`src/rtl/regfile_wb_arbiter.sv`:
```
// Round-robin arbiter sharing the regfile write port between ALU and LSU,
// with a registered write stage and a per-register busy scoreboard.
module regfile_wb_arbiter #(
    parameter int XLEN = 32,
    parameter int AW   = 5,
    parameter int CNTW = 16
) (
    input  logic            clk,
    input  logic            reset,
    input  logic            stall,
    input  logic            alu_valid,
    output logic            alu_ready,
    input  logic [AW-1:0]   alu_rd,
    input  logic [XLEN-1:0] alu_data,
    input  logic            lsu_valid,
    output logic            lsu_ready,
    input  logic [AW-1:0]   lsu_rd,
    input  logic [XLEN-1:0] lsu_data,
    input  logic            issue_valid,
    input  logic [AW-1:0]   issue_rd,
    input  logic [AW-1:0]   ra1,
    input  logic [AW-1:0]   ra2,
    output logic            rs1_busy,
    output logic            rs2_busy,
    output logic            we,
    output logic [AW-1:0]   wa,
    output logic [XLEN-1:0] wdata,
    output logic [CNTW-1:0] conflict_cnt
);

    localparam int NREG = 1 << AW;

    typedef enum logic {GR_ALU, GR_LSU} grant_t;

    grant_t          last_q;
    grant_t          last_d;
    logic [NREG-1:0] busy;
    logic            alu_xfer;
    logic            lsu_xfer;
    logic            conflict;

    assign conflict = alu_valid && lsu_valid && !stall;

    always_comb begin
        alu_ready = 1'b0;
        lsu_ready = 1'b0;
        last_d    = last_q;
        if (!stall) begin
            if (alu_valid && lsu_valid) begin
                alu_ready = (last_q == GR_LSU);
                lsu_ready = (last_q == GR_ALU);
            end else begin
                alu_ready = alu_valid;
                lsu_ready = lsu_valid;
            end
        end
        if (alu_ready && alu_valid) begin
            last_d = GR_ALU;
        end else if (lsu_ready && lsu_valid) begin
            last_d = GR_LSU;
        end
    end

    assign alu_xfer = alu_valid && alu_ready;
    assign lsu_xfer = lsu_valid && lsu_ready;

    always_ff @(posedge clk or posedge reset) begin
        if (reset) begin
            last_q <= GR_LSU;
        end else begin
            last_q <= last_d;
        end
    end

    always_ff @(posedge clk or posedge reset) begin
        if (reset) begin
            we    <= 1'b0;
            wa    <= '0;
            wdata <= '0;
        end else if (alu_xfer) begin
            we    <= (alu_rd != '0);
            wa    <= alu_rd;
            wdata <= alu_data;
        end else if (lsu_xfer) begin
            we    <= (lsu_rd != '0);
            wa    <= lsu_rd;
            wdata <= lsu_data;
        end else begin
            we    <= 1'b0;
        end
    end

    // Clear first so a same-edge issue to the same register keeps it busy.
    always_ff @(posedge clk or posedge reset) begin
        if (reset) begin
            busy <= '0;
        end else begin
            if (we && (wa != '0)) begin
                busy[wa] <= 1'b0;
            end
            if (issue_valid && (issue_rd != '0)) begin
                busy[issue_rd] <= 1'b1;
            end
        end
    end

    assign rs1_busy = (ra1 != '0) && busy[ra1];
    assign rs2_busy = (ra2 != '0) && busy[ra2];

    always_ff @(posedge clk or posedge reset) begin
        if (reset) begin
            conflict_cnt <= '0;
        end else if (conflict && (conflict_cnt != {CNTW{1'b1}})) begin
            conflict_cnt <= conflict_cnt + 1'b1;
        end
    end

endmodule
```
`config.mk`:
```
export PLATFORM = sky130hd
export DESIGN_NAME = regfile_wb_arbiter
export DESIGN_NICKNAME = d
export VERILOG_FILES = /design/src/rtl/regfile_wb_arbiter.sv
export SDC_FILE = /design/constraint.sdc
export NUM_CORES = 1
export LEC_CHECK = 0
export CAP_MARGIN = 5
export CORE_MARGIN = 10
export CORE_UTILIZATION = 45
export CTS_CLUSTER_DIAMETER = 40
export CTS_CLUSTER_SIZE = 30
export DETAILED_ROUTE_END_ITERATION = 8
export MAX_ROUTING_LAYER = met4
export PLACE_DENSITY = 0.79
export SYNTH_ARGS = -nofsm -noshare
export SYNTH_HDL_FRONTEND = slang
export SYNTH_SLANG_ARGS = --single-unit
```
`constraint.sdc`:
```
create_clock -name clk -period 7.54 [get_ports clk]
set_input_delay 2.262 -clock clk [delete_from_list [all_inputs] [get_ports clk]]
set_output_delay 2.262 -clock clk [all_outputs]
set_load 0.01 [all_outputs]
```
==> results_dict.tcl <==
set metrics [dict create \
    outcome "finished clean" \
    slowest_delay_ps 820 \
    worstSetupStartpoint "ra2[1]" \
    syn_avg_cell_area_sq_um 9.75 \
    crit_slowest_cell "clkdlybuf4s50_1" \
    p_leak_nw 2.57 \
    grt_pass1_wl_microns 23900 \
    async_flop_share_pct 100 \
    critPathMostFrequentCell "clkdlybuf4s50_1" \
    drt_iter0_drc 229 \
    synth_area_leaders "dfrtp_1 49%, nand2_1 7.7%, o21ai_0 7.2%, a22oi_1 6.9%, mux2i_1 3.9%" \
    worstMarginPinSlew_ps 1080 \
    grt_setup_unrepaired "no" \
    timing.max_cap.violations 0 \
    clock_sinks 86 \
    finalHoldViolCount 0 \
    synth_edf_count 0 \
    drv_slew 0 \
    worstPathMaxFanout 13 \
    r2r_cells 5 \
    synth-warning-count 0 \
    overflow 0 \
    antenna_found_initial 0 \
    grt_pass1_vias 4475 \
    fin_crit_sh_pct 90.9 \
    synth_seq_area_share_pct 49.3 \
    insertion_delay_ps 360 \
    port-buffer-count 152 \
    post_cts_buffers 0 \
    cts_resized 0 \
    whs_endpoint "wdata[31]$_DFFE_PP0P_" \
    initial_core_util_pct 46.8 \
    cts_tree "done" \
    post_route_cells_drive_above_1_share_pct 6.50 \
    cp_top_family "buffers and inverters" \
    finalSetupViolations 0 \
    die_height_microns 119 \
    vdd_drop_max_mv 0.127 \
    hp-class "flop to flop" \
    final_antenna_net_count 0 \
    crit_path_cell_trace "clkdlybuf4s50_1, mux4_2, nand2b_1, a22oi_1, o211ai_1, clkdlybuf4s50_1" \
    final_util_pct 66.9 \
    end_kind "output port" \
    synth_nets 544 \
    coreArea_sq_mm 0.00933 \
    track_usage_pct 21.6 \
    clockRootBuffer "clkbuf_8" \
    skew_ps 5.26 \
    totalWireLength_microns 14700 \
    route.detailed.drc 0 \
    cp.required_ps 5280 \
    routabilityCongestion 0.964 \
    viasPerCell 5.66 \
    cts_buffers 9 \
    die_x_microns 119 \
    nNetsFinal 691 \
    path_clk_slew_ps 80 \
    startpoint_type "primary input" \
    first_pass_iters 5 \
    die_area_sq_mm 0.0141 \
    tns_ps 0 \
    hold_buffers 0 \
    final_common_cell "clkdlybuf4s50_1" \
    hold_depth 2 \
    post_drt_wl_per_cell_microns 20.2 \
    crit_arrival_ps 4590 \
    worst-path-buf-inv 2 \
    rows 35 \
    htreeDepth 3 \
    syn2layout_area_growth_pct 42.9 \
    clockBufferDepth 2 \
    ys_seq_elements 86 \
    r2r_slack_ps 5530 \
    powerDensity_mw_per_mm2 249 \
    fin_crit_ps 6860 \
    yosysTopAreaCellShare_pct 48.7 \
    hpwl_microns 11300 \
    synth_top_cell_by_area "dfrtp_1" \
    synth_cells 448 \
    synth.distinct_cells 47 \
    final_cell_mix "152 x clkdlybuf4s50_1, 90 x nand2_1, 85 x dfrtp_1" \
    hold_path_startpoint "wdata[31]$_DFFE_PP0P_" \
    grt_max_degree 87 \
    synth_ff_type "dfrtp_1" \
    max_freq_mhz 146 \
    r2r-end "conflict_cnt[1]$_DFFE_PP0P_" \
    critical_path_class "primary input to output port" \
    rr_startpoint "conflict_cnt[0]$_DFFE_PP0P_" \
    ios 153 \
    num_vias 4126 \
    diodes 0 \
    maxSlewHeadroom_pct 27.8 \
    netlist_area_sq_mm 0.00437 \
]
==> layer usage <==
layer / global-route usage, % / part of all wire [%]
met5: - / 0
met2: 34.3 / 48
met4: 8.17 / 2.5
met1: 23.9 / 39
met3: 8.57 / 9.8
==> logic make-up (layout without fill, tap and decap cells) <==
kind of cell | after synthesis | in the layout | synth area share [%]
flops | 86 | 86 | 49.3
buf+inv | 26 | 178 | 2.55
mux | 26 | 26 | 7.76
fa+ha+maj | 1 | 1 | 0.286
compound gates | 121 | 121 | 17.3
xor+xnor | 15 | 15 | 3.01
simple gates | 173 | 173 | 19.8
==> synthesized netlist by cell type (3+ instances only) <==
cell type	n
nor2_1	10
buf_2	8
xor2_1	8
nor2b_1	13
mux4_2	6
nand2_1	90
nand4_1	4
nand2b_1	9
dfrtp_1	85
inv_1	4
clkbuf_1	13
a21oi_1	4
nor3_1	3
nand3b_1	6
a22oi_1	40
nand3_1	18
mux2i_1	17
o21ai_0	63
xnor2_1	7
==> where the power goes <==
group | switching (mW) | leakage [nW] | internal, mW | total (mW)
Sequential | 0.129 | 1.01 | 0.584 | 0.713
Combinational | 0.202 | 1.45 | 0.251 | 0.453
Clock | 0.166 | 0.112 | 0.220 | 0.386
Total | 0.497 | 2.57 | 1.05 | 1.55
==> worst register-to-register path, delay by kind of cell, from the launching register on <==
kind	cells	cell delay, ps
adder cells (fa/ha/maj)	1	300
flip-flops	1	450
multiplexers	1	360
AND/OR/NAND/NOR	3	790
==> per-stage QoR <==
stage                     worst slack (ps)  std cells  hold WS [ps]  cell area (sq um)  power, mW
after floorplan                       2040        448           461               4370      0.912
after global placement                 738        713           470               6010       1.16
after detailed placement               675        713           480               6010       1.17
after CTS                              686        729           498               6240       1.56
after global routing                   601        729           517               6240       1.65
final                                  684        729           496               6240       1.55
==> worst max path at each step <==
stage	to	depth (start not counted)
final	rs2_busy	6
after detailed placement	rs2_busy	6
after global routing	rs2_busy	6
after CTS	rs2_busy	6
after global placement	rs1_busy	6
after floorplan	rs1_busy	4
==> state kept, by name, indices dropped and copies added (netlist names) <==
signal,count
busy,31
wdata,32
wa,5
we,1
conflict_cnt,16
last_q,1
==> area by class of cell <==
| class | count | area [sq um] |
|---|---|---|
| clock buffer | 10 | 128 |
| clock inverter | 6 | 110 |
| fill | 746 | 3080 |
| inverter | 4 | 16.3 |
| multi-input combinational | 336 | 2110 |
| sequential | 86 | 2150 |
| tap | 129 | 161 |
| timing repair buffer | 158 | 1570 |
Note: power is estimated with default switching activity, not from simulation.
